--- config.mk ---
export PLATFORM = sky130hd
export DESIGN_NAME = histogram_threshold
export DESIGN_NICKNAME = d
export VERILOG_FILES = /design/src/rtl/histogram_threshold.sv
export SDC_FILE = /design/constraint.sdc
export NUM_CORES = 2
export LEC_CHECK = 0
export BUFFER_PORTS_ARGS = -buffer_cell sky130_fd_sc_hd__buf_4
export CAP_MARGIN = 20
export CORE_ASPECT_RATIO = 2
export CORE_MARGIN = 4
export CORE_UTILIZATION = 40
export DETAILED_ROUTE_END_ITERATION = 10
export GPL_ROUTABILITY_DRIVEN = 1
export GPL_TIMING_DRIVEN = 1
export PLACE_DENSITY = 0.57
export SLEW_MARGIN = 20
export SYNTH_ARGS = -nofsm -noshare
export SYNTH_HDL_FRONTEND = slang
export SYNTH_SLANG_ARGS = --single-unit
--- constraint.sdc ---
create_clock -name i_clk -period 12 [get_ports i_clk]
set_clock_uncertainty 0.15 [all_clocks]
set_input_delay 0.6 -clock i_clk [delete_from_list [all_inputs] [get_ports i_clk]]
set_output_delay 0.6 -clock i_clk [all_outputs]
set_load 0.01 [all_outputs]
--- src/rtl/histogram_threshold.sv ---
// Stores a 256-bin intensity histogram, then scans from the brightest bin down
// until the accumulated pixel count reaches the latched bright-pixel target.
module histogram_threshold #(
  parameter int unsigned NUM_BINS = 256,
  parameter int unsigned BIN_W    = 16,
  parameter int unsigned IDX_W    = 8,
  parameter int unsigned ACC_W    = 24
) (
  input  logic             i_clk,
  input  logic             i_reset_n,
  input  logic             i_valid,
  input  logic [BIN_W-1:0] i_data,
  input  logic             i_last,
  output logic             o_ready,
  input  logic [ACC_W-1:0] i_bright_target,
  output logic [IDX_W-1:0] o_threshold,
  output logic [ACC_W-1:0] o_bright_count,
  output logic [ACC_W-1:0] o_total,
  output logic             o_found,
  output logic             o_len_err,
  output logic             o_valid,
  input  logic             i_ready
);

  typedef enum logic [1:0] {
    S_LOAD,
    S_SCAN,
    S_DONE
  } state_t;

  // Beat counter is one bit wider than a bin index so it can hold NUM_BINS.
  localparam int unsigned         CNT_W  = IDX_W + 1;
  localparam logic [CNT_W-1:0]    NB_CNT = CNT_W'(NUM_BINS);

  state_t             r_state;
  state_t             w_state_nxt;

  logic [BIN_W-1:0]   r_mem [NUM_BINS];
  logic [CNT_W-1:0]   r_idx;
  logic [IDX_W-1:0]   r_k;
  logic [ACC_W-1:0]   r_acc;
  logic [ACC_W-1:0]   r_total;
  logic [ACC_W-1:0]   r_target;
  logic               r_ovf;
  logic               r_len_err_frame;

  logic               r_ready;
  logic [IDX_W-1:0]   r_threshold;
  logic [ACC_W-1:0]   r_bright;
  logic [ACC_W-1:0]   r_total_out;
  logic               r_found;
  logic               r_len_err;

  logic               w_beat;
  logic               w_in_range;
  logic [CNT_W-1:0]   w_nbins;
  logic               w_len_bad;
  logic [ACC_W-1:0]   w_bin_ext;
  logic [ACC_W-1:0]   w_acc_sum;
  logic               w_hit;
  logic               w_stop;
  logic               w_res_xfer;

  assign w_beat     = i_valid & r_ready;
  assign w_in_range = (r_idx < NB_CNT);
  assign w_nbins    = w_in_range ? (r_idx + CNT_W'(1)) : NB_CNT;
  assign w_len_bad  = r_ovf | ~w_in_range | (w_nbins != NB_CNT);

  assign w_bin_ext  = ACC_W'(r_mem[r_k]);
  assign w_acc_sum  = r_acc + w_bin_ext;
  assign w_hit      = (w_acc_sum >= r_target);
  assign w_stop     = (r_state == S_SCAN) && (w_hit || (r_k == '0));
  assign w_res_xfer = (r_state == S_DONE) && i_ready;

  always_ff @(posedge i_clk or negedge i_reset_n) begin
    if (!i_reset_n) begin
      r_state <= S_LOAD;
    end else begin
      r_state <= w_state_nxt;
    end
  end

  always_comb begin
    w_state_nxt = r_state;
    unique case (r_state)
      S_LOAD:  if (w_beat && i_last) w_state_nxt = S_SCAN;
      S_SCAN:  if (w_stop)           w_state_nxt = S_DONE;
      S_DONE:  if (i_ready)          w_state_nxt = S_LOAD;
      default:                       w_state_nxt = S_LOAD;
    endcase
  end

  // Bin storage has no reset; bins above the frame's length are never read.
  always_ff @(posedge i_clk) begin
    if (w_beat && w_in_range) begin
      r_mem[r_idx[IDX_W-1:0]] <= i_data;
    end
  end

  always_ff @(posedge i_clk or negedge i_reset_n) begin
    if (!i_reset_n) begin
      r_idx           <= '0;
      r_k             <= '0;
      r_acc           <= '0;
      r_total         <= '0;
      r_target        <= '0;
      r_ovf           <= 1'b0;
      r_len_err_frame <= 1'b0;
      r_ready         <= 1'b0;
      r_threshold     <= '0;
      r_bright        <= '0;
      r_total_out     <= '0;
      r_found         <= 1'b0;
      r_len_err       <= 1'b0;
    end else begin
      r_ready <= (w_state_nxt == S_LOAD);

      if (w_beat) begin
        if (r_idx == '0) begin
          r_target <= i_bright_target;
        end
        if (w_in_range) begin
          r_total <= r_total + ACC_W'(i_data);
          r_idx   <= r_idx + CNT_W'(1);
        end else begin
          r_ovf   <= 1'b1;
        end
        if (i_last) begin
          r_k             <= IDX_W'(w_nbins - CNT_W'(1));
          r_len_err_frame <= w_len_bad;
        end
      end

      // When the scan reaches bin 0 unmet, the running sum equals the total.
      if (r_state == S_SCAN) begin
        r_acc <= w_acc_sum;
        if (w_stop) begin
          r_threshold <= r_k;
          r_bright    <= w_acc_sum;
          r_found     <= w_hit;
          r_total_out <= r_total;
          r_len_err   <= r_len_err_frame;
        end else begin
          r_k <= r_k - IDX_W'(1);
        end
      end

      if (w_res_xfer) begin
        r_idx   <= '0;
        r_acc   <= '0;
        r_total <= '0;
        r_ovf   <= 1'b0;
      end
    end
  end

  assign o_ready        = r_ready;
  assign o_valid        = (r_state == S_DONE);
  assign o_threshold    = r_threshold;
  assign o_bright_count = r_bright;
  assign o_total        = r_total_out;
  assign o_found        = r_found;
  assign o_len_err      = r_len_err;

endmodule

Word level (Yosys, flattened, before mapping)
Memory sizes are Yosys's and may differ from the RTL's.
Index checks and enable logic that the tools add are counted.
{"block": "op_classes", "muxes": 22, "shift": 0, "n_reduce_logical": 17, "addsub": 5, "n_eq_ne": 4, "div": 0, "bitwise_logic": 4, "magnitude_cmp": 2, "n_mul": 0}
{"operator": "$mux W24", "n": 5}
{"operator": "$add A24 B16 Y24", "n": 2}
{"operator": "$mux W9", "n": 4}
{"operator": "$mux W8", "n": 4}
{"operator": "$ge A24 B24 Y1", "n": 1}
{"operator": "$sub A8 B1 Y8 const B", "n": 2}
{"operator": "$reduce_and A2 Y1", "n": 5}
{"operator": "$add A9 B1 Y9 const B", "n": 1}
{"operator": "$logic_not A9 Y1", "n": 1}
{"operator": "$lt A9 B9 Y1 const B", "n": 1}
{"operator": "$ne A9 B9 Y1 const B", "n": 1}
{"operator": "$logic_not A8 Y1", "n": 1}
{"operator": "$mux W2", "n": 3}
{"operator": "$pmux W2 S3", "n": 1}
{"operator": "$reduce_bool A2 Y1", "n": 3}
{"operator": "$mux W1", "n": 5}
{"operator": "$logic_and A1 B1 Y1", "n": 4}
{"operator": "$logic_not A2 Y1", "n": 2}
{"operator": "$eq A2 B1 Y1 const B", "n": 1}
{"operator": "$eq A2 B2 Y1 const B", "n": 1}
{"operator": "$ne A2 B1 Y1 const B", "n": 1}
{"operator": "$or A1 B1 Y1", "n": 2}
{"operator": "$and A1 B1 Y1", "n": 1}
{"operator": "$logic_or A1 B1 Y1", "n": 1}
{"operator": "$not A1 Y1", "n": 1}
{"block": "word_totals", "wordCells": 69, "memories": 1, "latchBits": 0, "mem_bits_ro": 0, "ram_bits": 4096, "register_bits": 152}
{"name": "r_mem", "depth": 256, "width": 16, "read_ports": 1, "rd_clocked_by_memory_dff": 0, "write_ports": 1, "line": "38", "text": "logic [BIN_W-1:0] r_mem [NUM_BINS];"}

Depth between registers and ports, before layout
An unclocked memory read counts as a cell.
{"block": "depth", "depth_word": 8, "ltp_mapped": 34, "depth_no_buf": 27}

Least setup slack after synthesis
No wires, ideal clock.
{"block": "synth_path", "path_type": "reg-to-reg", "startpoint": "register r_k[0]", "endpoint": "register r_total_out[11], in the netlist o_total[11]", "t_arrival_ns": 6.328, "synth_period_minus_slack_ns": 6.603, "stages_incl_launch_ff": 33, "setup_ns": 0.125, "slack_ns": 5.397, "cell_sequence": "dfrtp_1 buf_6 buf_12 buf_8 buf_8 buf_8 buf_8 mux2i_1 a221oi_1 a21oi_1 o21ai_0 a21oi_1 a211o_1 nand4_1 ha_1 inv_1 fa_1 nor2b_1 o2111ai_1 nand4b_1 a21oi_1 o31ai_2 nand3_1 xnor2_1 ha_1 a2111oi_0 o21ai_0 a31o_2 nor3_1 nand2b_1 buf_2 buf_2 mux2_2"}
{"block": "synth_between", "elab_chain_cells": 6, "elab_cells_between_ends": 7, "cone_classes": "add/sub (1); order compare (1); reduce/logical (4); memory (1)"}
{"item": "start, declared", "line": "40", "text": "logic [IDX_W-1:0] r_k;"}
{"item": "start signal, assigned", "line": "129", "text": "r_k <= IDX_W'(w_nbins - CNT_W'(1));"}
{"item": "start signal, assigned", "line": "144", "text": "r_k <= r_k - IDX_W'(1);"}
{"item": "$mem_v2 Z256 W16"}
{"item": "$add A24 B16 Y24", "line": "70", "text": "assign w_acc_sum = r_acc + w_bin_ext;"}
{"item": "net w_acc_sum[20]", "line": "59", "text": "logic [ACC_W-1:0] w_acc_sum;"}
{"item": "$ge A24 B24 Y1", "line": "71", "text": "assign w_hit = (w_acc_sum >= r_target);"}
{"item": "$logic_or A1 B1 Y1", "line": "72", "text": "assign w_stop = (r_state == S_SCAN) && (w_hit || (r_k == '0));"}
{"item": "$logic_and A1 B1 Y1", "line": "72"}
{"item": "$reduce_and A2 Y1 (no source line)"}
{"item": "end signal, assigned", "line": "141", "text": "r_total_out <= r_total;"}
{"item": "end, declared", "line": "50", "text": "logic [ACC_W-1:0] r_total_out;"}
The timed path passes the listed nets, and every way through them passes these cells.
A chain may end at the register's enable or synchronous reset.

Worst setup path after layout
{"block": "layout_path", "startpoint": "register r_k[2]", "endpoint": "register r_bright[17], in the netlist o_bright_count[17]"}
{"block": "layout_between", "elab_chain_cells": 6, "elab_cells_between_ends": 7, "cone_classes": "add/sub (1); order compare (1); reduce/logical (4); memory (1)"}
{"item": "$mem_v2 Z256 W16"}
{"item": "$add A24 B16 Y24", "line": "70"}
{"item": "net w_acc_sum[20]", "line": "59"}
{"item": "$ge A24 B24 Y1", "line": "71"}
{"item": "$logic_or A1 B1 Y1", "line": "72"}
{"item": "$logic_and A1 B1 Y1", "line": "72"}
{"item": "$reduce_and A2 Y1 (no source line)"}
{"item": "end signal, assigned", "line": "139", "text": "r_bright <= w_acc_sum;"}
{"item": "end, declared", "line": "49", "text": "logic [ACC_W-1:0] r_bright;"}
The timed path passes the listed nets, and every way through them passes these cells.

==> flow_summary_export.csv <==
group,metric,value,unit
timing,setup_violations,0,
setup_path,r2r_slack,1.81,ns
cts,htreeDepth,5,
floorplan,io-pin-count,105,
timing,finalHoldViolCount,0,
final_layout,final_cell_mix,"edfxtp_1, mux4_2, buf_4",
timing,relSlewSlack,4.79,%
cts,ctsResizeCount,0,
power,p_leak,0.0600,uW
floorplan,start_util,40.1,%
final_layout,final_layout_size_suffix_gt1_share,26.1,%
setup_path,crit_path_start_kind,"flop",
final_layout,final_net_count,8708,
yosys,synth_edf_count,4096,
setup_path,crit_buf_inv,3,
drt,vias,86512,
cts,root_buffer,"clkbuf_16",
setup_path,slowest_delay,1.02,ns
setup_path,slowest_stage,"dfrtp_4",
global_route,grt_pass1_wl,727000,microns
power,p_per_area,230,mW/mm^2
final_layout,seq_area,0.127,sq mm
setup_path,cp.arrival,10.85,ns
cts,cts_tree,"built",
global_route,grt_pass1_vias,88179,
cts,clk_pin_slew,0.07,ns
floorplan,core_area,0.416,sq mm
place,portBuffers,104,
floorplan,fp.dieW,465,microns
setup_path,critPathRequiredTime,12.65,ns
cts,cts_hold_buf,42,
cts,postCtsSetupBuffers,0,
outcome,status,"finished clean",
floorplan,chipHeight,922,microns
timing,fin_crit_sh,85.0,%
drt,drt-pass1-iter-count,6,
yosys,synthCells,8081,
cts,cts_buffers,355,
drt,routedWlPerCell,36.4,microns
place,pre_cts_ws,1.85,ns
place,gp_congestion,0.925,
final_layout,fillerInstances,34783,
timing,finalSetupTns,0,ns
flow_run,cap_viol_max_count,0,
drt,routed_wl,526000,microns
global_route,grt-ovfl-total,0,
timing,rsz0062_at_grt,"no",
setup_path,crit_fanout,83,
floorplan,std_cell_rows,335,
final_layout,layout_commonest_cell,"edfxtp_1",
timing,worstMarginPinSlew,1.43,ns
place,dp.cells,13756,
cts,max-clock-path-buffers,4,
global_route,grt_max_degree,183,
yosys,syn-num-nets,8192,
global_route,grtUsageTotal,24.2,%
yosys,ys_async_sr_fraction,3.58,%
yosys,postSynthAreaPerCell,20.7,sq um
cts,insertion_delay,0.96,ns
drt,drt_iter0_drc,10116,
setup_path,cp_top_family,"compound AO/OA/AOI/OAI gates",
setup_path,setup.worst_path.end_class,"flop",
timing,setup_ws,1.81,ns
cts,clock_sinks,4248,
yosys,ys_warn_count,0,
hold_path,min_path_type,"input pin to async pin",
final_layout,fin_cells,14458,
floorplan,die_area,0.429,sq mm
yosys,ys_ff_latch,4248,
timing,timing.fmax,98.1,MHz
place,place_hpwl,334000,microns
yosys,syn_area,0.167,sq mm
final_layout,multi_input_area,0.0379,sq mm
drt,post-route-drc-count,0,
yosys,ys_types,88,
power,ir_drop,0.228,mV
yosys,synthFlopType,"edfxtp_1",
timing,period_needed,10.19,ns
timing,slew_violations,0,
yosys,ys_seq_area_share,75.9,%
final_layout,area_delta_synth_final,12.9,%
drt,via_per_inst,5.98,
drt,ant_nets,0,
global_route,antenna_found_initial,19,
setup_path,crit_type,"flop to flop",
==> worst paths after layout <==
kind | startpoint | to | depth (start not counted)
worst max-delay path | r_k[2] | o_bright_count[17] | 26
min in group i_clk | i_last | r_len_err_frame | 4
worst min-delay path | i_reset_n | r_target[0] | 2
worst max register to register | r_k[2] | o_bright_count[17] | 26
max in group asynchronous | i_reset_n | r_k[2] | 3
worst min register to register | o_bright_count[3] | o_bright_count[3] | 2
==> state kept, by name (all words and copies together), names as in the netlist, 2 cells and up <==
name            flops
r_mem            4096
r_state             2
r_target           24
o_total            24
o_bright_count     24
r_idx               9
o_threshold         8
r_total            24
r_k                 8
r_acc              24
==> synth_stat cells (all sizes together), types with 5 or more instances <==
| library cell | number | area [sq um] |
|---|---|---|
| edfxtp | 4096 | 123000 |
| mux4 | 962 | 21800 |
| nor2 | 379 | 1420 |
| nand2 | 338 | 1270 |
| mux2i | 327 | 3270 |
| buf | 298 | 2290 |
| a21oi | 191 | 956 |
| o21ai | 190 | 951 |
| clkbuf | 159 | 631 |
| dfrtp | 152 | 3800 |
| nand3 | 88 | 440 |
| mux2 | 86 | 968 |
| o22ai | 79 | 494 |
| a221oi | 66 | 591 |
| ha | 64 | 801 |
| inv | 64 | 240 |
| a211oi | 44 | 335 |
| a22oi | 39 | 293 |
| nor3 | 34 | 170 |
| o211ai | 32 | 240 |
| xnor2 | 29 | 254 |
| nor2b | 27 | 169 |
| a21o | 26 | 195 |
| a31oi | 22 | 138 |
| and3 | 22 | 138 |
| nand2b | 21 | 131 |
| a2111oi | 19 | 168 |
| o221ai | 19 | 166 |
| xor2 | 19 | 166 |
| a221o | 18 | 180 |
| nand4 | 15 | 93.8 |
| o2111ai | 15 | 131 |
| and2 | 14 | 88.8 |
| nor4 | 12 | 90.1 |
| or3 | 11 | 68.8 |
| a32oi | 10 | 87.6 |
| o311ai | 9 | 78.8 |
| o31ai | 8 | 65.1 |
| a22o | 7 | 61.3 |
| a32o | 7 | 70.1 |
| or4 | 5 | 37.5 |
==> per-layer routing <==
layer / GRT usage (%) / share of wire (%) / vias up
met2: 42.8 / 52 / 4048
met3: 3.60 / 6.5 / 1139
met5: 0 / 0.011 / -
met4: 14.6 / 7.4 / 10
li1: - / - / 34468
met1: 27.6 / 34 / 46847
==> cell type report <==
cell class / count / share of cell area (%)
well taps: 5560 / 3.69
clock buffers: 425 / 4.95
inverters: 67 / 0.140
repair buffers: 617 / 2.77
flip-flops and latches: 4248 / 67.2
clock inverters: 214 / 1.16
diodes: 19 / 0.0252
multi-input cells: 3308 / 20.1
==> cell families after synthesis <==
group                    count (synthesis)  share of synthesized area [%]
AO/OA/AOI/OAI                          842                           3.33
adder cells (fa/ha/maj)                 66                          0.503
multiplexers                          1375                           15.6
flip-flops                            4248                           75.9
buffers and inverters                  525                           1.91
XOR/XNOR                                48                          0.252
AND/OR/NAND/NOR                        977                           2.52
==> through the flow <==
step,utilization [%],hold WS (ns),cell area [sq um],total power (uW)
6_report,45.3,0.149,189000,43400
3_3_place_gp,42.4,0.313,177000,31800
3_5_place_dp,42.4,0.321,177000,31800
5_1_grt,45.3,0.176,189000,44600
4_1_cts,45.3,0.0839,189000,43600
2_1_floorplan,-,0.154,167000,25600
==> power by group <==
| group | leakage [uW] | internal (uW) | total, uW | switching [uW] |
|---|---|---|---|---|
| Combinational | 0.0157 | 5370 | 14800 | 9430 |
| Clock | 0.00563 | 6460 | 11800 | 5380 |
| Sequential | 0.0387 | 16400 | 16800 | 331 |
| Total | 0.0600 | 28300 | 43400 | 15100 |
Note: power is estimated with default switching activity, not from simulation.
